File: src/rtl/fetch_decode_pipe_reg.sv
// Y86-64 F and D pipeline registers with the hazard control unit.
// Stall/bubble for load-use, ret and mispredicted jXX hazards.
module fetch_decode_pipe_reg #(
  parameter logic [63:0] RESET_PC = 64'h0
) (
  input  logic        clk,
  input  logic        rst,
  input  logic [1:0]  f_stat,
  input  logic [3:0]  f_icode,
  input  logic [3:0]  f_ifun,
  input  logic [3:0]  f_rA,
  input  logic [3:0]  f_rB,
  input  logic [63:0] f_valC,
  input  logic [63:0] f_valP,
  input  logic [63:0] f_predPC,
  input  logic [3:0]  d_srcA,
  input  logic [3:0]  d_srcB,
  input  logic [3:0]  E_icode,
  input  logic [3:0]  E_dstM,
  input  logic        e_Cnd,
  input  logic [3:0]  M_icode,
  output logic [63:0] F_predPC,
  output logic [1:0]  D_stat,
  output logic [3:0]  D_icode,
  output logic [3:0]  D_ifun,
  output logic [3:0]  D_rA,
  output logic [3:0]  D_rB,
  output logic [63:0] D_valC,
  output logic [63:0] D_valP,
  output logic        F_stall,
  output logic        D_stall,
  output logic        D_bubble,
  output logic        E_bubble
);

  localparam logic [3:0] I_NOP    = 4'h1;
  localparam logic [3:0] I_JXX    = 4'h7;
  localparam logic [3:0] I_RET    = 4'h9;
  localparam logic [3:0] I_MRMOVQ = 4'h5;
  localparam logic [3:0] I_POPQ   = 4'hB;
  localparam logic [3:0] R_NONE   = 4'hF;

  logic        load_use;
  logic        ret_pend;
  logic        mispred;

  logic [63:0] pc_q, pc_d;
  logic [1:0]  stat_q, stat_d;
  logic [3:0]  icode_q, icode_d;
  logic [3:0]  ifun_q, ifun_d;
  logic [3:0]  ra_q, ra_d;
  logic [3:0]  rb_q, rb_d;
  logic [63:0] valc_q, valc_d;
  logic [63:0] valp_q, valp_d;

  always_comb begin
    load_use = ((E_icode == I_MRMOVQ) || (E_icode == I_POPQ))
            && ((E_dstM == d_srcA) || (E_dstM == d_srcB))
            && (E_dstM != R_NONE);
    ret_pend = (icode_q == I_RET) || (E_icode == I_RET)
            || (M_icode == I_RET);
    mispred  = (E_icode == I_JXX) && !e_Cnd;
    F_stall  = load_use | ret_pend;
    D_stall  = load_use;
    D_bubble = mispred | (!load_use & ret_pend);
    E_bubble = mispred | load_use;
  end

  // Stall outranks bubble so a held D never loses its instruction.
  always_comb begin
    pc_d    = F_stall ? pc_q : f_predPC;
    stat_d  = stat_q;
    icode_d = icode_q;
    ifun_d  = ifun_q;
    ra_d    = ra_q;
    rb_d    = rb_q;
    valc_d  = valc_q;
    valp_d  = valp_q;
    if (D_stall) begin
      icode_d = icode_q;
    end else if (D_bubble) begin
      stat_d  = 2'b00;
      icode_d = I_NOP;
      ifun_d  = 4'h0;
      ra_d    = R_NONE;
      rb_d    = R_NONE;
      valc_d  = 64'h0;
      valp_d  = 64'h0;
    end else begin
      stat_d  = f_stat;
      icode_d = f_icode;
      ifun_d  = f_ifun;
      ra_d    = f_rA;
      rb_d    = f_rB;
      valc_d  = f_valC;
      valp_d  = f_valP;
    end
  end

  always_ff @(posedge clk) begin
    if (rst) begin
      pc_q    <= RESET_PC;
      stat_q  <= 2'b00;
      icode_q <= I_NOP;
      ifun_q  <= 4'h0;
      ra_q    <= R_NONE;
      rb_q    <= R_NONE;
      valc_q  <= 64'h0;
      valp_q  <= 64'h0;
    end else begin
      pc_q    <= pc_d;
      stat_q  <= stat_d;
      icode_q <= icode_d;
      ifun_q  <= ifun_d;
      ra_q    <= ra_d;
      rb_q    <= rb_d;
      valc_q  <= valc_d;
      valp_q  <= valp_d;
    end
  end

  assign F_predPC = pc_q;
  assign D_stat   = stat_q;
  assign D_icode  = icode_q;
  assign D_ifun   = ifun_q;
  assign D_rA     = ra_q;
  assign D_rB     = rb_q;
  assign D_valC   = valc_q;
  assign D_valP   = valp_q;

endmodule

File: config.mk
export PLATFORM = sky130hd
export DESIGN_NAME = fetch_decode_pipe_reg
export DESIGN_NICKNAME = d
export VERILOG_FILES = /design/src/rtl/fetch_decode_pipe_reg.sv
export SDC_FILE = /design/constraint.sdc
export NUM_CORES = 1
export LEC_CHECK = 0
export CAP_MARGIN = 0
export CELL_PAD_IN_SITES_DETAIL_PLACEMENT = 1
export CELL_PAD_IN_SITES_GLOBAL_PLACEMENT = 1
export CORE_AREA = 2 2 182 184
export DETAILED_ROUTE_END_ITERATION = 10
export DIE_AREA = 0 0 184 186
export PLACE_DENSITY = 0.93
export SLEW_MARGIN = 10
export SYNTH_ARGS = -nofsm -noshare
export SYNTH_HDL_FRONTEND = slang
export SYNTH_SLANG_ARGS = --single-unit
File: constraint.sdc
create_clock -name clk -period 3.5 [get_ports clk]
set_input_delay 0.525 -clock clk [delete_from_list [all_inputs] [get_ports clk]]
set_output_delay 0.525 -clock clk [all_outputs]
set_load 0.005 [all_outputs]
==> out/metrics.yaml, run 1 <==
status: "completed"
finalSetupViolCount: 0
path_clk_slew_ps: 50
utilization_pct: 49.8
slew_violations: 0
hold_buffers: 0
wl_per_cell_um: 22.1
fin_tns_setup_ps: 0
powerDensity_nw_per_um2: 457
wl_um: 43900
drt_first_pass_iters: 4
syn_inst: 1211
grt_remaining_overflow: 0
holdPathEnd: "D_valP[3]"
synth_seq_cells: 210
fillers: 3599
ys_seq_area_share_pct: 39.9
max-cap-violations: 0
dr_total_vias: 11244
place_congestion: 0.914
min_period_ps: 3040
layoutNonFillerInstCount: 1985
yosys_most_used_dff: "dfxtp_1"
coreArea_um2: 32200
cts_tree: "yes"
period_share_pct: 86.8
critPathLaunchType: "primary input"
root_buffer: "clkbuf_16"
placed_cell_area_um2: 15100
peakVddDrop_mv: 0.292
ff2ff_path_depth: 5
grt_pass1_wl_um: 65600
viasPerCell: 5.66
nNetsFinal: 1790
ant_nets: 0
fmax_mhz: 329
dp_hpwl_um: 29500
hold_depth: 2
syn2layout_area_growth_pct: 52.2
synth_cell_type_count: 31
cts_made_buffers: 26
worst_path_max_delay_cell: "clkdlybuf4s50_1"
cts_buffer_depth: 3
worst_slew_pin_slew_ps: 1160
cpMostUsedCell: "clkdlybuf4s50_1"
rsz0062_at_grt: "false"
cts.sinks: 210
die_h_um: 186
cp_cell_sequence: "clkdlybuf4s50_1 -> nor3b_1 -> o211ai_4 -> a21o_4 -> nand2_1 -> clkdlybuf4s50_1"
cp_data_arrival_time_ps: 2510
finalInstanceArea_um2: 16000
grt_pass1_vias: 11736
dpl_worst_slack_ps: 339
place_inst: 1937
clk_latency_ps: 530
synth.net_count: 1444
die-area_um2: 34200
max_stage_delay_ps: 540
pin_count: 447
critical_path_class: "primary input to primary output"
rr_startpoint: "D_icode[1]"
hold_violations: 0
row_count: 66
fin_ws_ps: 462
crit_path_end_kind: "primary output"
hp-class: "flip-flop to flip-flop"
die_x_um: 184
async_flop_share_pct: 0
worstPathMaxFanout: 13
cp.required_ps: 2970
hold_path_startpoint: "D_valP[3]"
avgSynthCellArea_um2: 8.70
slew_headroom_pct: 22.7
syn_area_um2: 10500
synth_warnings: 0
p_leak_uw: 0.00654
drc: 0
synth_edf_count: 0
grt_usage_pct: 24.0
cts_resized: 0
r2r_slack_ps: 1120
cts_setup_buffers: 0
htreeDepth: 1
drtIter0Drc: 615
drive_above_1_share_pct: 4.70
io_buffers: 446
antenna_found_initial: 4
rr_endpoint: "D_rA[2]"
final.setup_skew_ps: 17.1
grt_max_degree: 266
initial_core_util_pct: 32.7
-- cell families (layout without fill, tap and decap cells) --
kind of cell / after synthesis / after routing / share of synthesized area (%)
simple gates: 499 / 499 / 23.8
flops: 210 / 210 / 39.9
other cells: 0 / 3 / 0
mux: 146 / 146 / 13.9
compound gates: 197 / 197 / 14.8
buf+inv: 151 / 514 / 6.95
xor+xnor: 8 / 8 / 0.665
-- critical path, delay by kind of cell --
family / cells / cell delay (ps)
AOI/OAI and AO/OA: 2 / 420
buffers and inverters: 2 / 1070
and+or+nand+nor: 2 / 510
-- synth_stat cells, types with 2 or more instances --
cell type,count,area [um^2]
dfxtp_1,210,4200
nand3_1,202,1010
mux2i_1,146,1460
nand2_1,140,526
clkbuf_1,81,304
a31oi_1,64,400
a41oi_1,64,561
nand2b_1,64,400
nor2b_1,64,400
o311ai_1,64,561
buf_2,41,205
buf_6,13,146
buf_1,9,33.8
nor2_1,9,33.8
nor3_1,9,45.0
xnor2_1,8,70.1
buf_4,4,30.0
nand4_1,3,18.8
nand4bb_1,3,33.8
a21o_1,2,15.0
-- stage by stage --
stage | power [uW] | hold WS [ps]
after global placement | 4360 | 441
final | 7320 | 456
after global routing | 7610 | 480
after floorplan | 3460 | 451
after detailed placement | 4440 | 448
after CTS | 7390 | 460
-- layout by cell type, fill, tap and decap left out, drive strengths merged, types with 8 or more instances in the layout --
master and n:
a31oi 64, a41oi 64, buf 22, clkbuf 41
clkdlybuf4s50 445, dfxtp 210, mux2i 146, nand2 140
nand2b 64, nand3 202, nor2 9, nor2b 64
nor3 9, o311ai 64, xnor2 8
-- flip-flops by register name, indices dropped and copies added, names as in the netlist --
signal and flops:
D_icode 4, F_predPC 64, D_valP 64, D_rB 4, D_ifun 4, D_stat 2, D_valC 64, D_rA 4
-- where the power goes --
part,internal [uW],leakage [uW],switching (uW)
Combinational,895,0.00433,729
Clock,1850,0.000462,1070
Sequential,2630,0.00175,157
-- how the worst max path moves through the flow --
stage	start	endpoint	slack, ps
6_report	E_icode[2]	F_stall	460
3_3_place_gp	E_icode[3]	F_predPC[53]	480
3_5_place_dp	E_icode[2]	F_predPC[60]	340
2_1_floorplan	M_icode[2]	D_bubble	1410
5_1_grt	E_icode[3]	D_bubble	400
4_1_cts	E_icode[2]	F_stall	470
-- cell type report --
| cell class | count | area [um^2] | share of cell area [%] |
|---|---|---|---|
| multi-input cells | 850 | 5680 | 35.4 |
| inverters | 2 | 10.0 | 0.0624 |
| clock inverters | 4 | 98.8 | 0.616 |
| diodes | 3 | 7.51 | 0.0468 |
| clock buffers | 41 | 838 | 5.23 |
| flip-flops and latches | 210 | 4200 | 26.2 |
| repair buffers | 467 | 4680 | 29.2 |
| well taps | 408 | 510 | 3.18 |
-- layer usage --
metal	vias to the layer above	routed length (um)	GRT usage, %
met3	116	3250	5.40
met5	-	12	0
met4	2	1870	10.5
met1	5491	16700	27.4
li1	5126	-	-
met2	509	22100	42.9
Power figures use the tool's default switching activity.
==> run 2, diff against run 1 <==
Settings changed: CAP_MARGIN 0 to 20, CTS_CLUSTER_SIZE from default to 8, HOLD_SLACK_MARGIN from default to 0.12.
==> out/metrics.yaml, run 2 (synthesis results as in run 1) <==
root_buffer: "clkbuf_16"
ant_nets: 0  # unchanged
crit_path_end_kind: "primary output"
holdWs_ps: 456  # +0.140 ps
powerDensity_nw_per_um2: 442  # -3.3%
drc: 0  # unchanged
place_inst: 1937  # unchanged
path_buf_inv: 2  # unchanged
rsz0062_at_grt: "false"
placed_cell_area_um2: 15100  # unchanged
min_period_ps: 3040  # -0.724 ps
dr_total_vias: 11210  # -0.30%
p_leak_uw: 0.00647  # -1.0%
max-cap-violations: 0  # unchanged
grt_usage_pct: 24.0  # +0.043 points
grt_pass1_vias: 11723  # -0.11%
fmax_mhz: 329  # about the same
coreArea_um2: 32200  # unchanged
finalSetupViolCount: 0  # unchanged
row_count: 66  # unchanged
path_clk_slew_ps: 50  # about the same
status: "completed"
die-area_um2: 34200  # unchanged
crit_family: "buffers and inverters"
cp_cell_sequence: "clkdlybuf4s50_1 -> nor3b_1 -> o211ai_4 -> a21o_4 -> nand2_1 -> clkdlybuf4s50_1"
syn2layout_area_growth_pct: 50.8
slew_violations: 0  # unchanged
clkPwrFrac_pct: 37.2  # -2.6 points
cts_setup_buffers: 0  # unchanged
pin_count: 447  # unchanged
finalInstanceArea_um2: 15900  # -0.88%
cts_buffer_depth: 3  # unchanged
hp-class: "flip-flop to flip-flop"
worstPathMaxFanout: 13  # unchanged
cts_resized: 0  # unchanged
hold_buffers: 0  # unchanged
grt_remaining_overflow: 0  # unchanged
antenna_found_initial: 3  # -1
hold_violations: 0  # unchanged
fillers: 3593  # -0.17%
io_buffers: 446  # unchanged
die_x_um: 184  # unchanged
nNetsFinal: 1794  # +0.22%
critical_path_class: "primary input to primary output"
htreeDepth: 1  # unchanged
cts_tree: "yes"
cts.sinks: 210  # unchanged
switching_share_pct: 27.6  # +0.85 points
utilization_pct: 49.3  # -0.44 points
place_congestion: 0.914  # unchanged
cpMostUsedCell: "clkdlybuf4s50_1"
worst_slew_pin_slew_ps: 1210  # +50.9 ps
grt_pass1_wl_um: 65600  # about the same
drt_first_pass_iters: 5  # +1
p_switching_uw: 1940  # -1.1%
layout_common_cells: "clkdlybuf4s50_1 (445), dfxtp_1 (210), nand3_1 (202)"
drtIter0Drc: 619  # +0.65%
initial_core_util_pct: 32.7  # unchanged
wl_per_cell_um: 22.3  # +0.87%
period_share_pct: 86.8  # about the same
layoutNonFillerInstCount: 1973  # -0.60%
wl_um: 44000  # +0.26%
final_common_cell: "clkdlybuf4s50_1"
final.setup_skew_ps: 14.0  # -3.08 ps
fin_tns_setup_ps: 0  # unchanged
p_comb_share_pct: 23.1  # +0.9 points
max_stage_delay_ps: 530  # about the same
dp_hpwl_um: 29500  # unchanged
viasPerCell: 5.68  # +0.30%
die_h_um: 186  # unchanged
critPathLaunchType: "primary input"
pwr-share-seq_pct: 39.7  # +1.7 points
cp.required_ps: 2970  # about the same
worst_path_max_delay_cell: "clkdlybuf4s50_1"
grt_max_degree: 266  # unchanged
drive_above_1_share_pct: 4.16  # -0.54 points
cts_made_buffers: 30  # +15%
slew_headroom_pct: 19.3  # -3.4 points
cp_data_arrival_time_ps: 2510  # about the same
p_int_uw: 5080  # -5.3%
clk_latency_ps: 540  # about the same
peakVddDrop_mv: 0.342  # +17%
==> run 2: changes by cell type in the layout (fill, tap and decap cells not counted) <==
cell and change:
clkbuf_8 -10, clkbuf_16 +4, bufinv_16 -3, clkbuf_1 -2, clkinv_2 +1, clkinv_4 -1
diode_2 -1
==> run 2: per-layer routing <==
layer  share of wire, %  track usage, %  routed length [um]
met1                 38            27.4               16700
met2                 50            42.7               22100
met3                7.6            5.54                3340
met4                4.2            10.9                1850
met5              0.027               0                  12
==> run 2: layout make-up <==
class | count | area [um^2] | area share [%]
Sequential cell | 210 | 4200 | 26.5
Inverter | 2 | 10.0 | 0.0630
Timing Repair Buffer | 467 | 4680 | 29.5
Clock buffer | 33 | 793 | 4.99
Clock inverter | 1 | 5.00 | 0.0315
Multi-Input combinational cell | 850 | 5680 | 35.8
Tap cell | 408 | 510 | 3.21
Antenna cell | 2 | 5.00 | 0.0315
==> run 2: through the flow <==
step,worst slack [ps],power [uW]
2_1_floorplan,1410,3460
3_3_place_gp,476,4360
3_5_place_dp,339,4440
4_1_cts,467,7080
5_1_grt,393,7290
6_report,463,7020
==> run 2: worst paths after layout <==
path,start,endpoint,slack (ps),depth (start not counted)
hold / removal,D_valP[3],D_valP[3],460,2
setup / recovery,E_icode[2],F_stall,460,6
setup reg to reg,D_icode[2],D_icode[0],1160,5
hold reg to reg,D_valP[3],D_valP[3],460,2
==> run 2: tightest hold or removal path, cell delays in order, from the launching register on <==
cell and delay (ps):
dfxtp_1 300, nand2_1 50, mux2i_1 50
==> run 2: power by group through the flow <==
stage	combinational, uW	sequential, uW	clock, uW
final	1620	2790	2610
after global routing	1740	2810	2750
after CTS	1630	2790	2660
after detailed placement	1610	2830	0
after global placement	1540	2810	0
after floorplan	653	2810	0
==> run 3, diff against run 2 <==
Settings changed: MAX_ROUTING_LAYER from default to met4.
==> out/metrics.yaml, run 3 (synthesis results as in run 1) <==
dr_total_vias: 11165  # -0.40%
antenna_found_initial: 3  # unchanged
clk_latency_ps: 540  # about the same
root_buffer: "clkbuf_16"
drtIter0Drc: 707  # +14%
period_share_pct: 86.1  # -0.65 points
slew_violations: 90  # +90
crit_path_end_kind: "primary output"
critical_path_class: "primary input to primary output"
ant_nets: 0  # unchanged
finalSetupViolCount: 0  # unchanged
place_congestion: 0.880  # -3.7%
grt_max_degree: 266  # unchanged
worstPathMaxFanout: 11  # -2
max-cap-violations: 0  # unchanged
drive_above_1_share_pct: 3.97  # -0.19 points
nNetsFinal: 1791  # -0.17%
grt_pass1_wl_um: 66900  # +2.0%
dp_hpwl_um: 28900  # -2.2%
die_h_um: 186  # unchanged
violations: "slew limit"
path_clk_slew_ps: 50  # about the same
fin_tns_setup_ps: 0  # unchanged
io_buffers: 446  # unchanged
worst_slew_pin_slew_ps: 1620  # +411 ps
cp_data_arrival_time_ps: 2490  # -20 ps
grt_usage_pct: 25.3  # +1.3 points
cts_tree: "yes"
fmax_mhz: 332  # +0.76%
wl_per_cell_um: 22.6  # +1.2%
p_leak_uw: 0.00646  # -0.15%
row_count: 66  # unchanged
cts_buffer_depth: 3  # unchanged
initial_core_util_pct: 32.7  # unchanged
die_x_um: 184  # unchanged
cp.required_ps: 2970  # about the same
critPathLaunchType: "primary input"
final_common_cell: "clkdlybuf4s50_1"
dpl_worst_slack_ps: 304  # -34.8 ps
rsz0062_at_grt: "false"
grt_remaining_overflow: 0  # unchanged
coreArea_um2: 32200  # unchanged
grt_pass1_vias: 11848  # +1.1%
cts_made_buffers: 30  # unchanged
cts_resized: 0  # unchanged
syn2layout_area_growth_pct: 50.8  # about the same
pin_count: 447  # unchanged
utilization_pct: 49.3  # about the same
cts.sinks: 210  # unchanged
slew_headroom_pct: -8.11  # -27 points
cts_setup_buffers: 0  # unchanged
hold_violations: 0  # unchanged
viasPerCell: 5.66  # -0.35%
min_period_ps: 3010  # -22.9 ps
die-area_um2: 34200  # unchanged
htreeDepth: 1  # unchanged
drc: 0  # unchanged
drt_first_pass_iters: 5  # unchanged
fin_ws_ps: 486  # +22.9 ps
status: "complete, but fails checks"
final.setup_skew_ps: 14.2  # +0.250 ps
powerDensity_nw_per_um2: 444  # +0.64%
layout_common_cells: "clkdlybuf4s50_1 (445), dfxtp_1 (210), nand3_1 (202)"
layoutNonFillerInstCount: 1972  # -0.051%
peakVddDrop_mv: 0.293  # -14%
place_inst: 1934  # -0.15%
hold_buffers: 0  # unchanged
hp-class: "flip-flop to flip-flop"
wl_um: 44500  # +1.2%
-- run 3: metrics by stage --
| stage | total power [uW] | hold slack, ps | area, um^2 |
|---|---|---|---|
| finish | 7060 | 454 | 15900 |
| global route | 7370 | 477 | 15900 |
| CTS | 7110 | 459 | 15900 |
| detailed placement | 4430 | 448 | 15100 |
| global placement | 4350 | 442 | 15100 |
| floorplan | 3460 | 451 | 10500 |
-- run 3: area by class of cell --
class / instances / area, um^2
inverter: 2 / 10.0
multi-input combinational: 850 / 5680
clock buffer: 35 / 811
antenna: 3 / 7.51
timing repair buffer: 464 / 4660
tap: 408 / 510
sequential: 210 / 4200
fill: 3635 / 16300
-- run 3: critical path: stages --
cell and delay (ps):
clkdlybuf4s50_1 590, nand4_1 240, o211ai_4 150, a21o_4 230, inv_2 60, o21ai_1 160
clkdlybuf4s50_1 530
-- run 3: power by group --
| group | internal [uW] | switching, uW | total, uW |
|---|---|---|---|
| Clock | 1590 | 1060 | 2650 |
| Combinational | 894 | 732 | 1630 |
| Sequential | 2630 | 160 | 2790 |
-- run 3: final timing paths --
check                   from          to  slack (ps)  cells after the start
setup / recovery   E_dstM[3]    D_bubble         490                      7
hold / removal    D_valP[19]  D_valP[19]         450                      2
setup reg to reg  D_icode[2]  D_valC[13]         680                      5
hold reg to reg   D_valP[19]  D_valP[19]         450                      2
-- run 3: layer usage --
metal | global-route usage, % | vias to the layer above | share of wire (%)
met5 | - | - | 0
li1 | - | 5114 | -
met2 | 43.6 | 514 | 50
met1 | 28.3 | 5410 | 38
met3 | 5.36 | 127 | 7.6
met4 | 11.3 | 0 | 4.4
